`config.mk`:
```
export PLATFORM = sky130hd
export DESIGN_NAME = demux2x32_stream
export DESIGN_NICKNAME = d
export VERILOG_FILES = /design/src/rtl/demux2x32_stream_pkg.sv /design/src/rtl/demux2x32_stream_fifo.sv /design/src/rtl/demux2x32_stream.sv
export SDC_FILE = /design/constraint.sdc
export NUM_CORES = 1
export LEC_CHECK = 0
export BUFFER_PORTS_ARGS = -buffer_cell sky130_fd_sc_hd__buf_2
export CORE_ASPECT_RATIO = 1.1
export CORE_MARGIN = 5
export CORE_UTILIZATION = 54
export DETAILED_ROUTE_END_ITERATION = 16
export PLACE_DENSITY = 0.79
export SETUP_SLACK_MARGIN = 0.5
export SYNTH_ARGS = -nofsm -noshare
export SYNTH_HDL_FRONTEND = slang
export SYNTH_SLANG_ARGS = --single-unit
```
`constraint.sdc`:
```
create_clock -name CLK -period 3.2 [get_ports CLK]
set_clock_uncertainty 0.05 [all_clocks]
set_input_delay 0.64 -clock CLK [delete_from_list [all_inputs] [get_ports CLK]]
set_output_delay 0.64 -clock CLK [all_outputs]
set_load 0.005 [all_outputs]
```
`src/rtl/demux2x32_stream_pkg.sv`:
```
// Shared select encodings and default geometry for the 1-to-2 stream demux.
// The select polarity matches the 2:1 select mux, so both blocks can share one select signal.
package demux_pkg;

  localparam logic SEL_A = 1'b1;
  localparam logic SEL_B = 1'b0;

  localparam int DEF_WIDTH = 32;
  localparam int DEF_DEPTH = 2;

endpackage

```
`src/rtl/demux2x32_stream_fifo.sv`:
```
// Small push/pop FIFO: head data comes straight from registered storage, and a pushed entry is visible after 1 edge.
// The FIFO has no internal backpressure. The caller must not push when full or pop when empty.
module stream_fifo
  import demux_pkg::*;
#(
  parameter int WIDTH = DEF_WIDTH,
  parameter int DEPTH = DEF_DEPTH,
  localparam int AW = $clog2(DEPTH)
) (
  input  logic             CLK,
  input  logic             CLRN,
  input  logic             push,
  input  logic [WIDTH-1:0] push_data,
  input  logic             pop,
  output logic             full,
  output logic             empty,
  output logic [AW:0]      count,
  output logic [WIDTH-1:0] head_data
);

  localparam logic [AW:0]   FULL_CNT = (AW + 1)'(DEPTH);
  localparam logic [AW:0]   CNT_ONE  = (AW + 1)'(1);
  localparam logic [AW-1:0] PTR_ONE  = AW'(1);

  logic [WIDTH-1:0] mem [DEPTH];
  logic [AW-1:0]    wr_ptr;
  logic [AW-1:0]    rd_ptr;

  assign full      = (count == FULL_CNT);
  assign empty     = (count == '0);
  assign head_data = mem[rd_ptr];

  // Storage holds no reset: contents are meaningless until count covers them.
  always_ff @(posedge CLK) begin
    if (push) begin
      mem[wr_ptr] <= push_data;
    end
  end

  always_ff @(posedge CLK or negedge CLRN) begin
    if (!CLRN) begin
      wr_ptr <= '0;
      rd_ptr <= '0;
      count  <= '0;
    end else begin
      if (push) begin
        wr_ptr <= wr_ptr + PTR_ONE;
      end
      if (pop) begin
        rd_ptr <= rd_ptr + PTR_ONE;
      end
      case ({push, pop})
        2'b10:   count <= count + CNT_ONE;
        2'b01:   count <= count - CNT_ONE;
        default: count <= count;
      endcase
    end
  end

endmodule

```
`src/rtl/demux2x32_stream.sv`:
```
// Steers each input beat into FIFO A (I_SEL=1) or FIFO B (I_SEL=0). A beat appears on the output 1 cycle after it is accepted.
// I_READY comes only from the selected FIFO's registered full flag. No combinational path runs from A_READY or B_READY to the input.
module demux2x32_stream
  import demux_pkg::*;
#(
  parameter int WIDTH = DEF_WIDTH,
  parameter int DEPTH = DEF_DEPTH
) (
  input  logic                   CLK,
  input  logic                   CLRN,
  input  logic                   I_VALID,
  output logic                   I_READY,
  input  logic [WIDTH-1:0]       I_DATA,
  input  logic                   I_SEL,
  output logic                   A_VALID,
  input  logic                   A_READY,
  output logic [WIDTH-1:0]       A_DATA,
  output logic [$clog2(DEPTH):0] A_COUNT,
  output logic                   B_VALID,
  input  logic                   B_READY,
  output logic [WIDTH-1:0]       B_DATA,
  output logic [$clog2(DEPTH):0] B_COUNT
);

  logic a_full, a_empty, a_push, a_pop;
  logic b_full, b_empty, b_push, b_pop;
  logic in_fire;

  // A full FIFO only blocks the input when the head beat targets that side.
  assign I_READY = (I_SEL == SEL_A) ? !a_full : !b_full;
  assign in_fire = I_VALID && I_READY;
  assign a_push  = in_fire && (I_SEL == SEL_A);
  assign b_push  = in_fire && (I_SEL == SEL_B);

  assign A_VALID = !a_empty;
  assign B_VALID = !b_empty;
  assign a_pop   = A_VALID && A_READY;
  assign b_pop   = B_VALID && B_READY;

  stream_fifo #(.WIDTH(WIDTH), .DEPTH(DEPTH)) u_fifo_a (
    .CLK       (CLK),
    .CLRN      (CLRN),
    .push      (a_push),
    .push_data (I_DATA),
    .pop       (a_pop),
    .full      (a_full),
    .empty     (a_empty),
    .count     (A_COUNT),
    .head_data (A_DATA)
  );

  stream_fifo #(.WIDTH(WIDTH), .DEPTH(DEPTH)) u_fifo_b (
    .CLK       (CLK),
    .CLRN      (CLRN),
    .push      (b_push),
    .push_data (I_DATA),
    .pop       (b_pop),
    .full      (b_full),
    .empty     (b_empty),
    .count     (B_COUNT),
    .head_data (B_DATA)
  );

endmodule

```
==> results.py, run 1 <==
metrics = {
    "sta": {
        "max_freq_mhz": 399.2,
        "drv_slew": 0,
        "period_share_pct": 78.28,
        "worst_pin_slew_ns": 0.5138,
        "setup_viol": 0,
        "hold_violations": 0,
        "rsz0062_at_grt": "no",
        "hold_ws_ns": 0.2973,
        "max_slew_margin_pct": 65.67,
        "finalCriticalPeriod_ns": 2.505,
        "fin_tns_setup_ns": 0,
    },
    "grt": {
        "grt_use_met2_pct": 27.52,
        "grt.met3_usage_pct": 6.767,
        "overflow": 0,
        "antenna_found_initial": 0,
        "track_usage_pct": 17.23,
        "grt_pass1_vias": 2818,
        "grt-busiest-layer": "met2",
        "grt_max_degree": 34,
        "met1_usage_pct": 21.24,
        "grt_pass1_wl_mm": 14.51,
    },
    "route": {
        "ant_nets": 0,
        "avgViaCountPerCell": 5.095,
        "detail_route.wl_per_cell_um": 18.29,
        "post-route-drc-count": 0,
        "drt-total-wl_mm": 9.035,
        "vias": 2517,
        "first_iter_violations": 98,
        "firstDrtPassIters": 6,
    },
    "clock_tree": {
        "clkSinkCount": 136,
        "htreeDepth": 4,
        "cts_buffer_depth": 2,
        "insertion_delay_ns": 0.51,
        "cts_tree": "built",
        "cts_buffers": 17,
        "post_cts_buffers": 0,
        "path_clk_slew_ns": 0.06,
        "root_buffer": "clkbuf_8",
    },
    "logic_synthesis": {
        "synth_area_um2": 5081,
        "syn-num-nets": 277,
        "synthTopCellsByArea": "edfxtp_1, mux2_2, dfrtp_1",
        "synth.avg_cell_area_um2": 21.44,
        "muxShareOfSynthArea_pct": 14.70,
        "yosysSeqAreaShare_pct": 79.59,
        "synthSimpleGateAreaFrac_pct": 1.576,
        "synth_seq_cells": 136,
        "synth_xor_area_share_pct": 1.724,
        "syn-instance-count": 237,
        "synth_top_family_by_area": "multiplexers",
        "ys_types": 16,
        "synth_compound_area_share_pct": 0,
        "synth.yosys.warnings": 0,
        "yosys.area.top_type": "edfxtp_1",
        "post_synth_fa_ha_maj_area_fraction_pct": 0.4925,
        "synth_top_area_share_pct": 75.65,
    },
    "worst_setup_path": {
        "critPathMaxStageDelay_ns": 0.75,
        "arrival_ns": 1.81,
        "cp_cell_sequence": "mux2_2 -> buf_2",
        "cp.required_ns": 2.51,
        "reg2reg_from": "u_fifo_b.count[0]",
        "r2r_slack_ns": 1.17,
        "critPathSlowestCell": "dfrtp_4",
        "r2r_cells": 4,
        "path_max_fanout": 33,
        "timing.rr.end": "u_fifo_b.mem[1][22]",
        "start_kind": "register",
        "critPathCaptureType": "primary output",
        "crit_type": "register to primary output",
    },
    "cells_and_area": {
        "multi_input_area_um2": 969.7,
        "register_area_um2": 4051,
        "syn2layout_area_growth_pct": 24.50,
        "utilization_pct": 68.32,
        "n_antenna_cell": 0,
        "nets": 404,
        "fillers": 637,
        "drive_above_1_share_pct": 57.29,
    },
    "floorplan": {
        "fp.dieW_um": 102.5,
        "coreArea_um2": 9259,
        "fp.dieH_um": 111.7,
        "rows": 37,
        "die_area_um2": 11450,
        "io_pins": 109,
        "initial_core_util_pct": 54.88,
    },
    "status": {
        "status": "finished clean",
    },
    "worst_hold_path": {
        "worstHoldStart": "I_DATA[23]",
        "min_to": "u_fifo_a.mem[0][23]",
        "worstHoldPathType": "input port to register",
        "min_path_cells": 1,
    },
    "placement": {
        "finalWeightedCongestion": 0.7443,
        "portBuffers": 108,
        "dp_hpwl_mm": 6.030,
    },
    "flow_run": {
        "cap_violations": 0,
    },
    "power_and_ir_drop": {
        "p_leak_nw": 2.359,
        "irDropWorstVdd_mv": 0.5727,
        "cellPowerDensity_nw_per_um2": 865.8,
        "power_mw": 5.477,
    },
}
[worst max-delay path, delay by kind of cell, from the launching register on]
| family | cells | cell delay, ns |
|---|---|---|
| muxes | 1 | 0.41 |
| buffers and inverters | 1 | 0.13 |
| DFF | 1 | 0.75 |
[worst max-delay path by stage]
stage | to | start | depth (start not counted) | slack [ns]
global placement | u_fifo_b.mem[1][12] | I_SEL | 4 | 0.96
CTS | B_DATA[22] | u_fifo_b.rd_ptr | 2 | 0.50
global route | A_DATA[11] | u_fifo_a.rd_ptr | 2 | 0.62
finish | A_DATA[11] | u_fifo_a.rd_ptr | 2 | 0.70
floorplan | u_fifo_b.mem[0][0] | I_SEL | 2 | 0.49
detailed placement | u_fifo_b.mem[1][30] | I_SEL | 4 | 0.91
[timing repair]
action	4_1_cts	5_1_grt
hold buffers	1	0
endpoints found under the hold margin	8	0
endpoints found under the setup margin	31	29
cloned	0	0
resized for setup	1	1
[final cells by class]
type / count / share of cell area, %
Multi-Input combinational cell: 91 / 15.33
Clock buffer: 22 / 7.002
Timing Repair Buffer: 116 / 9.533
Clock inverter: 10 / 1.661
Inverter: 2 / 0.1187
Sequential cell: 136 / 64.04
Tap cell: 117 / 2.314
[per-layer routing]
layer	wire length (um)	vias to the layer above
li1	-	1174
met1	3657	1250
met2	4590	85
met3	694	8
met4	91	0
met5	0	-
[cells by family (layout without fill, tap and decap cells)]
group	count (synthesis)	in the layout
adders and majority gates	2	2
and+or+nand+nor	14	14
DFF	136	136
muxes	65	65
buffers and inverters	10	150
xor gates and xnor gates	10	10
[metrics by stage]
step,cells,instance area [um2],setup slack [ns]
2_1_floorplan,237,5081,0.4867
3_3_place_gp,461,5763,0.9646
3_5_place_dp,461,5763,0.9147
4_1_cts,494,6324,0.5044
5_1_grt,494,6326,0.6174
6_report,494,6326,0.6952
[flip-flops by register name, indices dropped and copies added (netlist names)]
| register | count |
|---|---|
| u_fifo_a.count | 2 |
| u_fifo_a.mem | 64 |
| u_fifo_a.rd_ptr | 1 |
| u_fifo_a.wr_ptr | 1 |
| u_fifo_b.count | 2 |
| u_fifo_b.mem | 64 |
| u_fifo_b.rd_ptr | 1 |
| u_fifo_b.wr_ptr | 1 |
[cells in the final DEF (no fill, tap or decap), drive strengths merged, types with 4 or more instances in the layout]
cell | Yosys | routed
xor2 | 4 | 4
edfxtp | 128 | 128
xnor2 | 6 | 6
clkbuf | 0 | 22
mux2 | 65 | 65
clkinv | 0 | 7
dfrtp | 8 | 8
nor2 | 6 | 6
buf | 8 | 115
[where the power goes]
| group | internal (mW) | switching, mW |
|---|---|---|
| logic | 0.699 | 0.492 |
| clock network | 1.12 | 0.659 |
| registers | 2.24 | 0.268 |
[Yosys cell counts]
library cell	count
buf_6	8
inv_1	2
ha_1	2
nand3b_1	1
or2_4	1
xor2_1	4
nand3_1	1
and2_4	2
edfxtp_1	128
nand2b_1	2
mux2_2	61
xnor2_1	6
nor2_1	6
or2_1	1
mux2_4	4
dfrtp_1	8
Note: power is estimated with default switching activity, not from simulation.
==> run 2: changes to the inputs <==
--- a/config.mk
+++ b/config.mk
@@ -5,6 +5,7 @@
 export SDC_FILE = /design/constraint.sdc
 export NUM_CORES = 1
 export LEC_CHECK = 0
+export ABC_AREA = 1
 export BUFFER_PORTS_ARGS = -buffer_cell sky130_fd_sc_hd__buf_2
 export CORE_ASPECT_RATIO = 1.1
 export CORE_MARGIN = 5
==> constraint.sdc (replaced) <==
create_clock -name CLK -period 2.5 [get_ports CLK]
set_clock_uncertainty 0.05 [all_clocks]
set_input_delay 0.5 -clock CLK [delete_from_list [all_inputs] [get_ports CLK]]
set_output_delay 0.5 -clock CLK [all_outputs]
set_load 0.005 [all_outputs]
==> run 2 against run 1 <==
Effect of this change: synthesized cell count rose by 64%; sequential share of layout area fell by 5.6 points; largest cell class unchanged; flip-flop and latch count is the same; critical path depth grew 3.
==> results.py, run 2 <==
metrics = {
    "status": {
        "status": "finished clean",
    },
    "grt": {
        "overflow": 0,
        "grt.met3_usage_pct": 6.704,
        "grt_use_met2_pct": 33.72,
        "antenna_found_initial": 1,
        "grt_pass1_vias": 3233,
        "grt_max_degree": 34,
        "met1_usage_pct": 23.18,
        "track_usage_pct": 19.84,
        "grt_pass1_wl_mm": 16.59,
        "grt-busiest-layer": "met2",
    },
    "power_and_ir_drop": {
        "clkPwrFrac_pct": 29.9,
        "switching_share_pct": 31.84,
        "p_int_mw": 5.658,
        "p_seq_share_pct": 36.2,
        "p_switching_mw": 2.643,
        "p_leak_nw": 2.980,
        "pwr-share-comb_pct": 33.8,
        "cellPowerDensity_nw_per_um2": 1198,
        "irDropWorstVdd_mv": 0.7709,
    },
    "logic_synthesis": {
        "yosysSeqAreaShare_pct": 79.20,
        "synthTopCellsByArea": "edfxtp_1, nand2_1, dfrtp_1",
        "synth_top_area_share_pct": 75.28,
        "syn-num-nets": 428,
        "ys_types": 20,
        "synth.yosys.warnings": 0,
        "syn-instance-count": 388,
        "yosys.area.top_type": "edfxtp_1",
        "synth_common_cells": "nand2_1, edfxtp_1, inv_1",
        "yosysMostFrequentCell": "nand2_1",
        "synth_edf_count": 128,
        "synth_seq_cells": 136,
        "synthArstFlopShare_pct": 5.882,
        "synth.avg_cell_area_um2": 13.16,
        "synthFlopType": "edfxtp_1",
        "synth_area_um2": 5106,
    },
    "route": {
        "ant_nets": 0,
        "vias": 3340,
        "drt-total-wl_mm": 11.55,
        "first_iter_violations": 208,
        "detail_route.wl_per_cell_um": 17.67,
        "firstDrtPassIters": 5,
        "avgViaCountPerCell": 5.107,
        "post-route-drc-count": 0,
    },
    "worst_setup_path": {
        "start_kind": "register",
        "critPathMaxStageDelay_ns": 0.44,
        "arrival_ns": 1.50,
        "critPathSlowestCell": "dfrtp_2",
        "r2r_slack_ns": 0.83,
        "path_max_fanout": 8,
        "crit_type": "register to primary output",
        "cp.required_ns": 1.95,
        "cp_cell_sequence": "buf_8 -> buf_16 -> nand2_2 -> nand2_1 -> buf_2",
        "critPathCaptureType": "primary output",
    },
    "floorplan": {
        "io_pins": 109,
        "die_area_um2": 11500,
        "fp.dieW_um": 102.7,
        "initial_core_util_pct": 54.87,
        "fp.dieH_um": 112.0,
        "coreArea_um2": 9305,
        "rows": 37,
    },
    "cells_and_area": {
        "nets": 564,
        "layout_common_cells": "nand2_1, edfxtp_1, buf_2, nand2_2, nand2_4",
        "layout_commonest_cell": "nand2_1",
        "drive_above_1_share_pct": 40.97,
        "top_regs": "u_fifo_a.mem (64), u_fifo_b.mem (64)",
        "n_antenna_cell": 0,
        "utilization_pct": 74.48,
        "fillers": 572,
        "syn2layout_area_growth_pct": 35.73,
    },
    "sta": {
        "worst_pin_slew_ns": 0.4693,
        "finalCriticalPeriod_ns": 2.049,
        "rsz0062_at_grt": "yes",
        "hold_violations": 0,
        "period_share_pct": 81.94,
        "max_slew_margin_pct": 68.71,
        "setup_viol": 0,
        "drv_slew": 0,
        "fin_tns_setup_ns": 0,
        "max_freq_mhz": 488.1,
    },
    "clock_tree": {
        "cts_tree": "built",
        "clkSinkCount": 136,
        "htreeDepth": 4,
        "root_buffer": "clkbuf_8",
        "cts_buffer_depth": 2,
        "path_clk_slew_ns": 0.06,
        "insertion_delay_ns": 0.51,
        "cts_buffers": 17,
    },
    "placement": {
        "portBuffers": 108,
        "dp_hpwl_mm": 6.423,
        "finalWeightedCongestion": 0.7514,
    },
    "worst_hold_path": {
        "worstHoldPathType": "input port to register",
    },
    "flow_run": {
        "cap_violations": 0,
    },
}
run 2: cell types whose count changed after synthesis, sizes merged, moves of 2 or more:
cell / change
a21oi: +2
and2: -2
buf: +6
inv: +12
mux2: -65
nand2: +204
nand2b: -2
nor2: -3
xnor2: -4
run 2: critical path, delay by kind of cell (launching register included):
family        cells  cell delay, ns
flops             1            0.44
buf+inv           3            0.43
simple gates      2            0.12
run 2: power groups by stage:
stage | combinational (mW) | clock (mW) | sequential (mW)
final | 2.81 | 2.48 | 3.01
after CTS | 2.44 | 2.51 | 2.98
after floorplan | 1.16 | 0 | 2.98
after global routing | 3.06 | 2.62 | 3.04
after detailed placement | 2.01 | 0 | 3.01
after global placement | 1.95 | 0 | 2.99
run 2: path summary, 6_finish.rpt:
| check | from | end | cells after the start |
|---|---|---|---|
| setup / recovery | u_fifo_a.rd_ptr | A_DATA[21] | 5 |
| hold / removal | I_DATA[10] | u_fifo_b.mem[0][10] | 1 |
| setup reg to reg | u_fifo_b.count[0] | u_fifo_b.count[1] | 7 |
| hold reg to reg | u_fifo_b.wr_ptr | u_fifo_b.wr_ptr | 2 |
| max in group asynchronous | CLRN | u_fifo_b.count[0] | 2 |
| min in group asynchronous | CLRN | u_fifo_a.count[1] | 2 |
run 2: final cells by class:
type                    count  area [um2]  area share [%]
inverters                  14       91.34           1.318
well taps                 117       146.4           2.112
flip-flops and latches    136        4048           58.40
clock inverters            14       181.4           2.618
multi-input cells         224        1157           16.70
clock buffers              18       417.9           6.030
repair inverters            3       48.80          0.7041
repair buffers            128       839.6           12.11
run 2: cell families (layout without fill, tap and decap cells):
family                     after synthesis  in the layout  synth area share (%)
buffers and inverters                   28            177                 2.695
xor gates and xnor gates                 6              6                 1.176
DFF                                    136            136                 79.20
adders and majority gates                2              2                0.4900
AOI/OAI and AO/OA                        4              4                0.5390
and+or+nand+nor                        212            212                 15.90
run 2: repair_timing:
action / CTS / global route
hold buffers: 1 / 0
endpoints found under the setup margin: 65 / 65
pin swaps: 8 / 8
hold endpoints to repair: 8 / 0
setup buffers: 3 / 4
gates cloned: 4 / 2
resized for setup: 43 / 66
run 2: per-layer routing:
metal	vias to the layer above	wire (um)	share of wire, %
met1	1600	4383	38
met4	2	278	2.4
met3	31	867	7.5
met5	-	13	0.11
met2	136	6009	52
li1	1571	-	-
run 2: metrics by stage:
step | worst slack [ns] | area, um2 | hold WS (ns) | power (mW) | std cells
finish | 0.4514 | 6930 | 0.1470 | 8.301 | 654
global placement | 0.7494 | 5791 | 0.3012 | 4.938 | 608
CTS | 0.4442 | 6635 | 0.1240 | 7.934 | 648
detailed placement | 0.7135 | 5791 | 0.3110 | 5.013 | 608
floorplan | 0.5259 | 5116 | 0.1544 | 4.142 | 388
global route | 0.3896 | 6930 | 0.1198 | 8.720 | 654
